`config.mk`:
```
export PLATFORM = sky130hd
export DESIGN_NAME = dmem_arbiter_flat
export DESIGN_NICKNAME = d
export VERILOG_FILES = /design/src/rtl/dmem_arbiter_pkg.sv /design/src/rtl/dmem_arbiter_if.sv /design/src/rtl/dmem_arb_starve.sv /design/src/rtl/dmem_arbiter.sv /design/src/flat_wrapper.sv
export SDC_FILE = /design/constraint.sdc
export NUM_CORES = 1
export LEC_CHECK = 0
export ABC_AREA = 0
export CELL_PAD_IN_SITES_DETAIL_PLACEMENT = 1
export CELL_PAD_IN_SITES_GLOBAL_PLACEMENT = 1
export CORE_UTILIZATION = 21
export DETAILED_ROUTE_END_ITERATION = 10
export GPL_ROUTABILITY_DRIVEN = 0
export PLACE_DENSITY_LB_ADDON = 0.1
export SLEW_MARGIN = 20
export SYNTH_ARGS = -nofsm -noshare
export SYNTH_HDL_FRONTEND = slang
export SYNTH_HIERARCHICAL = 1
export SYNTH_SLANG_ARGS = --single-unit
```
`constraint.sdc`:
```
create_clock -name clk -period 2.05 [get_ports clk]
set_clock_uncertainty 0.05 [all_clocks]
set_input_delay 0.3075 -clock clk [delete_from_list [all_inputs] [get_ports clk]]
set_output_delay 0.3075 -clock clk [all_outputs]
set_load 0.01 [all_outputs]
```
`src/rtl/dmem_arbiter_pkg.sv`:
```
// Shared constants and types for the data-memory arbiter.
package dmem_arbiter_pkg;

    // Port indices; the owner register stores one of these.
    localparam logic PORT_C = 1'b0;
    localparam logic PORT_D = 1'b1;

    // Byte-enable pattern that marks an access as a read.
    localparam logic [3:0] WE_READ = 4'b0000;

    // Which port issued the most recent BRAM access.
    typedef enum logic {
        OwnC = PORT_C,
        OwnD = PORT_D
    } owner_e;

endpackage

```
`src/rtl/dmem_arbiter_if.sv`:
```
// Requester-side memory port: one instance each for the CPU and the debug/loader port.
interface dmem_arbiter_if;
    logic        req;
    logic [3:0]  we;
    logic [31:0] addr;
    logic [31:0] wdata;
    logic        gnt;
    logic [31:0] rdata;
    logic        rvalid;

    // Requester drives the access, arbiter answers.
    modport master (
        output req, we, addr, wdata,
        input  gnt, rdata, rvalid
    );

    modport slave (
        input  req, we, addr, wdata,
        output gnt, rdata, rvalid
    );
endinterface

```
`src/rtl/dmem_arb_starve.sv`:
```
// Fixed CPU-first arbitration with a starvation counter that guarantees the debug port service.
module dmem_arb_starve #(
    parameter int unsigned STARVE_LIMIT = 4,
    parameter int unsigned CNT_W        = 3
) (
    input  logic clk,
    input  logic rst,
    input  logic c_req_i,
    input  logic d_req_i,
    output logic c_gnt_o,
    output logic d_gnt_o
);

    localparam logic [CNT_W-1:0] Limit = CNT_W'(STARVE_LIMIT);

    logic [CNT_W-1:0] cnt_q, cnt_d;
    logic             d_prio;

    assign d_prio = (cnt_q == Limit);

    // Grant decision; nothing is granted while reset is held.
    always_comb begin
        c_gnt_o = 1'b0;
        d_gnt_o = 1'b0;
        if (!rst) begin
            c_gnt_o = c_req_i && (!d_req_i || !d_prio);
            d_gnt_o = d_req_i && (!c_req_i || d_prio);
        end
    end

    // Count consecutive denials of D; cleared when D is served or stops asking.
    always_comb begin
        cnt_d = cnt_q;
        if (d_gnt_o || !d_req_i) begin
            cnt_d = '0;
        end else if (c_gnt_o && !d_prio) begin
            cnt_d = cnt_q + CNT_W'(1);
        end
    end

    // Starvation counter register.
    always_ff @(posedge clk) begin
        if (rst) begin
            cnt_q <= '0;
        end else begin
            cnt_q <= cnt_d;
        end
    end

endmodule

```
`src/rtl/dmem_arbiter.sv`:
```
// Shares one single-port, 1-cycle-latency data BRAM between the CPU (C) and debug (D) ports.
module dmem_arbiter
    import dmem_arbiter_pkg::*;
#(
    parameter int unsigned ADDR_W       = 6,
    parameter int unsigned STARVE_LIMIT = 4,
    parameter int unsigned CNT_W        = 3
) (
    input  logic              clk,
    input  logic              rst,
    dmem_arbiter_if.slave     c_bus,
    dmem_arbiter_if.slave     d_bus,
    output logic              c_stall,
    output logic              mem_en,
    output logic [3:0]        mem_we,
    output logic [ADDR_W-1:0] mem_addr,
    output logic [31:0]       mem_din,
    input  logic [31:0]       mem_dout
);

    logic        c_gnt, d_gnt;
    logic        c_rvalid, d_rvalid;
    owner_e      owner_q;
    logic        rd_pending_q;
    logic [31:0] c_hold_q, d_hold_q;

    dmem_arb_starve #(
        .STARVE_LIMIT (STARVE_LIMIT),
        .CNT_W        (CNT_W)
    ) u_starve (
        .clk     (clk),
        .rst     (rst),
        .c_req_i (c_bus.req),
        .d_req_i (d_bus.req),
        .c_gnt_o (c_gnt),
        .d_gnt_o (d_gnt)
    );

    assign c_bus.gnt = c_gnt;
    assign d_bus.gnt = d_gnt;
    assign c_stall   = c_bus.req && !c_gnt;
    assign mem_en    = c_gnt || d_gnt;

    // Only the word-address bits reach the BRAM.
    logic unused_addr;
    assign unused_addr = ^{c_bus.addr[31:ADDR_W+2], c_bus.addr[1:0],
                           d_bus.addr[31:ADDR_W+2], d_bus.addr[1:0]};

    // Steer the granted port onto the BRAM; idle bus is all zeros.
    always_comb begin
        mem_we   = '0;
        mem_addr = '0;
        mem_din  = '0;
        if (c_gnt) begin
            mem_we   = c_bus.we;
            mem_addr = c_bus.addr[ADDR_W+1:2];
            mem_din  = c_bus.wdata;
        end else if (d_gnt) begin
            mem_we   = d_bus.we;
            mem_addr = d_bus.addr[ADDR_W+1:2];
            mem_din  = d_bus.wdata;
        end
    end

    // Returning read goes to the port that issued it; reset kills it immediately.
    assign c_rvalid = !rst && rd_pending_q && (owner_q == OwnC);
    assign d_rvalid = !rst && rd_pending_q && (owner_q == OwnD);

    assign c_bus.rvalid = c_rvalid;
    assign d_bus.rvalid = d_rvalid;

    // BRAM output is live only in the return cycle; otherwise show the held copy.
    always_comb begin
        c_bus.rdata = rst ? 32'h0 : c_hold_q;
        d_bus.rdata = rst ? 32'h0 : d_hold_q;
        if (c_rvalid) c_bus.rdata = mem_dout;
        if (d_rvalid) d_bus.rdata = mem_dout;
    end

    // Owner/read-pending FSM plus held return data.
    always_ff @(posedge clk) begin
        if (rst) begin
            owner_q      <= OwnC;
            rd_pending_q <= 1'b0;
            c_hold_q     <= '0;
            d_hold_q     <= '0;
        end else begin
            if (c_gnt) begin
                owner_q      <= OwnC;
                rd_pending_q <= (c_bus.we == WE_READ);
            end else if (d_gnt) begin
                owner_q      <= OwnD;
                rd_pending_q <= (d_bus.we == WE_READ);
            end else begin
                rd_pending_q <= 1'b0;
            end
            if (c_rvalid) c_hold_q <= mem_dout;
            if (d_rvalid) d_hold_q <= mem_dout;
        end
    end

endmodule
```
`src/flat_wrapper.sv`:
```
// flat-port wrapper written by rule: the top's interface ports become plain ports
module dmem_arbiter_flat import dmem_arbiter_pkg::*;
#(
    parameter int unsigned ADDR_W       = 6,
    parameter int unsigned STARVE_LIMIT = 4,
    parameter int unsigned CNT_W        = 3
)
  (clk, rst, c_stall, mem_en, mem_we, mem_addr, mem_din, mem_dout, c_bus_req, c_bus_we, c_bus_addr, c_bus_wdata, c_bus_gnt, c_bus_rdata, c_bus_rvalid, d_bus_req, d_bus_we, d_bus_addr, d_bus_wdata, d_bus_gnt, d_bus_rdata, d_bus_rvalid);
  dmem_arbiter_if c_bus_i ();
  dmem_arbiter_if d_bus_i ();
  input  logic clk;
  input  logic rst;
  output logic c_stall;
  output logic mem_en;
  output logic [3:0] mem_we;
  output logic [ADDR_W-1:0] mem_addr;
  output logic [31:0] mem_din;
  input  logic [31:0] mem_dout;
  input wire logic [$bits(c_bus_i.req)-1:0] c_bus_req;
  input wire logic [$bits(c_bus_i.we)-1:0] c_bus_we;
  input wire logic [$bits(c_bus_i.addr)-1:0] c_bus_addr;
  input wire logic [$bits(c_bus_i.wdata)-1:0] c_bus_wdata;
  output wire logic [$bits(c_bus_i.gnt)-1:0] c_bus_gnt;
  output wire logic [$bits(c_bus_i.rdata)-1:0] c_bus_rdata;
  output wire logic [$bits(c_bus_i.rvalid)-1:0] c_bus_rvalid;
  input wire logic [$bits(d_bus_i.req)-1:0] d_bus_req;
  input wire logic [$bits(d_bus_i.we)-1:0] d_bus_we;
  input wire logic [$bits(d_bus_i.addr)-1:0] d_bus_addr;
  input wire logic [$bits(d_bus_i.wdata)-1:0] d_bus_wdata;
  output wire logic [$bits(d_bus_i.gnt)-1:0] d_bus_gnt;
  output wire logic [$bits(d_bus_i.rdata)-1:0] d_bus_rdata;
  output wire logic [$bits(d_bus_i.rvalid)-1:0] d_bus_rvalid;
  assign c_bus_i.req = c_bus_req;
  assign c_bus_i.we = c_bus_we;
  assign c_bus_i.addr = c_bus_addr;
  assign c_bus_i.wdata = c_bus_wdata;
  assign c_bus_gnt = c_bus_i.gnt;
  assign c_bus_rdata = c_bus_i.rdata;
  assign c_bus_rvalid = c_bus_i.rvalid;
  assign d_bus_i.req = d_bus_req;
  assign d_bus_i.we = d_bus_we;
  assign d_bus_i.addr = d_bus_addr;
  assign d_bus_i.wdata = d_bus_wdata;
  assign d_bus_gnt = d_bus_i.gnt;
  assign d_bus_rdata = d_bus_i.rdata;
  assign d_bus_rvalid = d_bus_i.rvalid;
  dmem_arbiter #(.ADDR_W(ADDR_W), .STARVE_LIMIT(STARVE_LIMIT), .CNT_W(CNT_W)) u_core (.clk(clk), .rst(rst), .c_bus(c_bus_i), .d_bus(d_bus_i), .c_stall(c_stall), .mem_en(mem_en), .mem_we(mem_we), .mem_addr(mem_addr), .mem_din(mem_din), .mem_dout(mem_dout));
endmodule
```
==> results of run 1 <==
power groups by stage:
stage	logic (mW)	clock network [mW]	registers, mW
after floorplan	0.162	0	1.38
after global routing	0.656	1.76	1.35
after global placement	0.568	0	1.38
after detailed placement	0.575	0	1.38
final	0.619	1.64	1.35
after CTS	0.608	1.70	1.35
state kept, by name (all words and copies together), names as in the netlist:
signal,flops
u_core/c_hold_q,32
u_core/rd_pending_q,1
u_core/owner_q,1
u_core/u_starve/cnt_q,3
u_core/d_hold_q,32
per-layer routing:
metal | up-vias | part of all wire, % | global-route usage [%]
met5 | - | 0 | 0
met4 | 0 | 1.5 | 6.16
met3 | 17 | 7.1 | 5.08
met1 | 1969 | 37 | 19.4
li1 | 2039 | - | -
met2 | 144 | 54 | 35.8
kinds of logic (layout without fill, tap and decap cells):
logic type                 after synthesis  after routing
DFF                                     69             69
and+or+nand+nor                        156            156
adders and majority gates                2              2
buffers and inverters                   42            298
AOI/OAI and AO/OA                      173            173
placed cells by master, fill, tap and decap left out, drive strengths merged:
cell           netlist  routed
a211oi               1       1
a21oi              129     129
a22o                40      40
a311oi               1       1
and2                 1       1
and3b                1       1
and4                 2       2
buf                 25      99
bufinv               0       2
clkbuf              14      50
clkdlybuf4s15        0      12
clkdlybuf4s50        0     117
clkinv               0       1
clkinvlp             0       1
dfxtp               69      69
dlygate4sd2          0      12
dlymetal6s2s         0       1
ha                   2       2
inv                  3       3
nand2              135     135
nand2b               3       3
nand3                1       1
nand3b               1       1
nor2                 2       2
nor2b                4       4
nor3                 1       1
nor3b                1       1
nor4                 2       2
o21ai                2       2
or2                  1       1
or3b                 1       1
worst register-to-register path, delay by kind of cell (launching register included):
kind                     cells  cell delay, ns
flip-flops                   1            0.32
AND/OR/NAND/NOR              3            0.45
AO/OA/AOI/OAI                1            0.09
buffers and inverters        5            0.62
adder cells (fa/ha/maj)      1            0.16
how the worst max path moves through the flow:
stage | start | to | slack [ns] | cells past startpoint
floorplan | u_core/u_starve/cnt_q[0]$_SDFFE_PP0P_ | mem_din[25] | 0.01 | 7
global placement | c_bus_req | mem_din[4] | -0.59 | 6
detailed placement | c_bus_req | mem_din[9] | -0.64 | 6
CTS | u_core/u_starve/cnt_q[1]$_SDFFE_PP0P_ | mem_din[9] | -0.32 | 10
global route | u_core/u_starve/cnt_q[0]$_SDFFE_PP0P_ | mem_din[9] | -0.38 | 10
finish | u_core/u_starve/cnt_q[1]$_SDFFE_PP0P_ | mem_din[9] | -0.32 | 10
area by class of cell:
class | count | share of cell area (%)
well taps | 216 | 4.19
inverters | 3 | 0.174
repair buffers | 279 | 40.6
multi-input cells | 331 | 28.7
flip-flops and latches | 69 | 21.5
clock buffers | 12 | 3.66
clock inverters | 4 | 1.12
timing repair:
item	in CTS	in global routing
buffers inserted	16	3
cloned	6	3
endpoints found under the setup margin	110	100
pin swaps	5	6
resized for setup	306	123
==> impl_metrics.toml, run 1 <==
[floorplanning]
die_w_um = 129
io_pins = 284
dieHeight_um = 129
core_mm2 = 0.0158
row_count = 46
die_area_mm2 = 0.0167
start_util_pct = 21.4

[routing]
drtIter0Drc = 117
postRouteAntennaNets = 0
viasPerCell = 4.56
vias = 4169
wirelength_mm = 15.5
avgRoutedWirePerCell_um = 16.9
drc = 0
dr.pass1.iters = 6

[synthesis]
synth_top_area_share_pct = 40.7
synth-simple-area-share_pct = 20.4
syn_inst = 442
synth_area_mm2 = 0.00339
synth_commonest_cells = "129 x a21oi_1, 115 x nand2_1, 69 x dfxtp_1, 40 x a22o_1, 20 x nand2_2"
syn-num-nets = 616
ys_seq_elements = 69
synth_top_family_by_area = "compound AO/OA/AOI/OAI gates"
avgSynthCellArea_um2 = 7.67
yosysTopAreaCell = "dfxtp_1"
synth_compound_area_share_pct = 30.3
async_flop_share_pct = 0
synth_ff_type = "dfxtp_1"
synthTopCellsByArea = "dfxtp_1 41%, a21oi_1 19%, nand2_1 13%, a22o_1 10%, nand2_2 3.7%"
synthDistinctLibCells = 29
synth_xor_area_share_pct = 0
synthAdderAreaFrac_pct = 0.738
synth_edf_count = 0
yosysMostFrequentCell = "a21oi_1"
yosysWarningCount = 6
seq_area_frac_synth_pct = 40.7
synth_mux_area_share_pct = 0

[setup_path]
critPathTopFamily = "buffers and inverters"
r2r-start = "u_core/u_starve/cnt_q[1]$_SDFFE_PP0P_"
cp-end-kind = "output port"
reg2reg_depth = 10
reg2reg_setup_slack_ns = 0.30
r2r_end = "u_core/rd_pending_q$_SDFF_PP0_"
cp-start-kind = "flip-flop"
path_buf_inv = 6
worstSetupPathType = "flip-flop to output port"
critPathMaxStageDelay_ns = 0.33
path_cells = "inv_2 -> ha_4 -> a311oi_4 -> buf_6 -> nor2b_4 -> buf_12 -> buf_12 -> buf_6 -> a22o_1 -> buf_6"
cp.arrival_ns = 2.01
cp_max_fo = 8
cp.required_ns = 1.69
critPathSlowestCell = "dfxtp_2"
cpMostUsedCell = "buf_6"

[cells_and_area]
stdcell_area_mm2 = 0.00646
area_delta_synth_final_pct = 90.3
multi_input_area_mm2 = 0.00186
antennaDiodeCount = 0
drive_gt1_share_pct = 28.4
utilization_pct = 40.8
n_fill_cell = 1892
seqCellArea_mm2 = 0.00139
finish.cell_count_without_fillers = 914
fin_nets = 867

[power_and_ir_drop]
ir_drop_mv = 0.410
power_density_mw_per_mm2 = 558
sw_frac_of_total_pct = 22.7
p_total_mw = 3.60
p_int_mw = 2.79
p_comb_share_pct = 17.2
p_leak_nw = 2.63
p_clk_share_pct = 45.4
p_sw_uw = 817
pwr-share-seq_pct = 37.4

[cts]
cts_inserted_buffers = 9
holdBufCountCts = 0
clockBufferDepth = 2
htree_num_levels = 3
clock_latency_ns = 0.33
clock-sinks = 69
cts_tree = "done"
clk_pin_slew_ns = 0.05
cts_root_buf = "clkbuf_16"

[timing]
setup_viol = 45
rsz0062_at_grt = "true"
period_share_pct = 116
finalHoldViolCount = 0
tightest_slew_ns = 0.456
max_slew_margin_pct = 69.6
holdWs_ns = 0.359
min_period_ns = 2.37
worst_slack_ns = -0.321
finalMaxSlewViolations = 0
max_freq_ghz = 0.422
tns_ns = -9.50

[hold_path]
hold_path.class = "primary input to flip-flop"
min_to = "u_core/u_starve/cnt_q[2]$_SDFFE_PP0P_"
min_from = "rst"
holdPathStages = 4

[place]
placedInstanceArea_mm2 = 0.00605
dp_slack_ns = -0.644
numPortBuffers = 231
place_inst = 875
hpwl_mm = 10.6

[outcome]
violations = "setup timing"
status = "finished, violations left"

[grt]
grt_pass1_wl_mm = 23.2
antenna_found_initial = 0
track_usage_pct = 18.6
grt_max_degree = 88
grt_pass1_vias = 4368
grt_overflow = 0

[run]
max-cap-violations = 0
Power figures use the tool's default switching activity.
==> inputs of run 2 (changes only) <==
REMOVE_ABC_BUFFERS = 1   (was not set)
==> impl_metrics.toml, run 2 (synthesis gave the netlist of run 1 again) <==
[timing]
rsz0062_at_grt = "true"
finalMaxSlewViolations = 0
setup_viol = 44
worst_slack_ns = -0.255
max_freq_ghz = 0.434
period_share_pct = 112
finalHoldViolCount = 0
tightest_slew_ns = 0.352
max_slew_margin_pct = 76.6
min_period_ns = 2.31
tns_ns = -9.73

[setup_path]
path_buf_inv = 5
path_cells = "inv_2 -> ha_4 -> a311oi_4 -> buf_6 -> nor2b_4 -> buf_12 -> buf_12 -> a22o_1 -> buf_2"
cp.arrival_ns = 1.95
worstSetupPathType = "flip-flop to output port"
critPathSlowestCell = "dfxtp_2"
critPathTopFamily = "buffers and inverters"
cp.required_ns = 1.69
cpMostUsedCell = "buf_12"
critPathMaxStageDelay_ns = 0.34
cp-start-kind = "flip-flop"
cp-end-kind = "output port"
reg2reg_setup_slack_ns = 0.26
cp_max_fo = 7

[routing]
drtIter0Drc = 126
wirelength_mm = 16.7
avgRoutedWirePerCell_um = 18.0
drc = 0
viasPerCell = 4.63
vias = 4302
postRouteAntennaNets = 0
dr.pass1.iters = 6

[grt]
antenna_found_initial = 0
grt_max_degree = 81
grt_overflow = 0
grt_pass1_vias = 4594
track_usage_pct = 19.5
grt_pass1_wl_mm = 24.1

[floorplanning]
start_util_pct = 21.4
row_count = 46
die_w_um = 129
die_area_mm2 = 0.0167
dieHeight_um = 129
io_pins = 284
core_mm2 = 0.0158

[power_and_ir_drop]
pwr-share-seq_pct = 38.3
power_density_mw_per_mm2 = 526
sw_frac_of_total_pct = 23.6
ir_drop_mv = 0.309
p_clk_share_pct = 43.1
p_comb_share_pct = 18.5
p_int_mw = 2.69
p_sw_uw = 832
p_total_mw = 3.52
p_leak_nw = 2.79

[hold_path]
hold_path.class = "primary input to flip-flop"

[cells_and_area]
multi_input_area_mm2 = 0.00187
utilization_pct = 42.3
layout_commonest_cell = "a21oi_1"
seqCellArea_mm2 = 0.00139
fin_nets = 883
drive_gt1_share_pct = 30.1
top_regs = "u_core/c_hold_q x32, u_core/d_hold_q x32, u_core/u_starve/cnt_q x3"
antennaDiodeCount = 0
n_fill_cell = 1850
area_delta_synth_final_pct = 97.3
final_cell_mix = "119 x a21oi_1, 117 x clkdlybuf4s50_1, 111 x nand2_1"

[place]
numPortBuffers = 231
hpwl_mm = 11.6

[cts]
cts_root_buf = "clkbuf_16"
cts_inserted_buffers = 9
cts_tree = "done"
htree_num_levels = 3
clock_latency_ns = 0.33
clockBufferDepth = 2
clock-sinks = 69
clk_pin_slew_ns = 0.06
holdBufCountCts = 0

[run]
max-cap-violations = 0

[outcome]
violations = "setup timing"
status = "finished, violations left"
-- run 2: changes by cell type in the layout (fill, tap and decap cells not counted), moves of 3 or more --
| cell | delta |
|---|---|
| a21oi_1 | -4 |
| a21oi_2 | +4 |
| buf_12 | -6 |
| buf_16 | +4 |
| buf_4 | +13 |
| buf_6 | +4 |
| clkbuf_1 | -3 |
| clkbuf_2 | -12 |
| clkbuf_8 | +4 |
| clkdlybuf4s15_1 | -9 |
| dlygate4sd2_1 | +16 |
-- run 2: metrics by stage --
stage | hold slack (ns) | instances | setup WS (ns) | cell area [um^2]
final | 0.347 | 930 | -0.255 | 6690
after global routing | 0.369 | 930 | -0.314 | 6690
after CTS | 0.337 | 922 | -0.244 | 6630
after detailed placement | 0.410 | 886 | -0.657 | 6120
after global placement | 0.400 | 886 | -0.627 | 6120
after floorplan | 0.327 | 403 | -4.02 | 3140
-- run 2: repair_timing --
action,CTS,global route
endpoints found under the hold margin,0,0
setup endpoints to repair,111,87
resized for setup,352,67
pin swaps,4,6
gates cloned,7,6
buffers inserted,13,2
-- run 2: worst paths after layout --
check,to,startpoint,cells past startpoint
max,mem_din[10],u_core/u_starve/cnt_q[0]$_SDFFE_PP0P_,9
min,u_core/u_starve/cnt_q[2]$_SDFFE_PP0P_,rst,4
max reg2reg,u_core/rd_pending_q$_SDFF_PP0_,u_core/u_starve/cnt_q[0]$_SDFFE_PP0P_,10
min reg2reg,u_core/d_hold_q[13]$_SDFFE_PP0P_,u_core/d_hold_q[13]$_SDFFE_PP0P_,2
-- run 2: routing by layer --
layer  global-route usage (%)  share of wire, %  wire length (um)  vias to the layer above
met2                     38.3                56              9300                      159
met5                        0                 0                 0                        -
met4                     8.30               2.7               446                        0
met1                     18.5                34              5700                     2036
li1                         -                 -                 -                     2083
met3                     6.32               7.6              1270                       24
-- run 2: power by group through the flow --
stage	sequential (mW)	clock (mW)	combinational, mW
final	1.35	1.52	0.652
after global routing	1.35	1.63	0.688
after CTS	1.35	1.57	0.621
after detailed placement	1.38	0	0.587
after global placement	1.38	0	0.582
after floorplan	1.38	0	0.122
-- run 2: tightest hold or removal path, stage by stage --
cell      delay (ns)
buf_4           0.10
nand2b_1        0.14
buf_4           0.12
a211oi_2        0.03
-- run 2: area by class of cell --
class / count / share of cell area (%)
clock buffers: 13 / 4.19
clock inverters: 3 / 0.262
inverters: 3 / 0.168
multi-input cells: 331 / 27.9
flip-flops and latches: 69 / 20.8
well taps: 216 / 4.04
repair buffers: 295 / 42.6
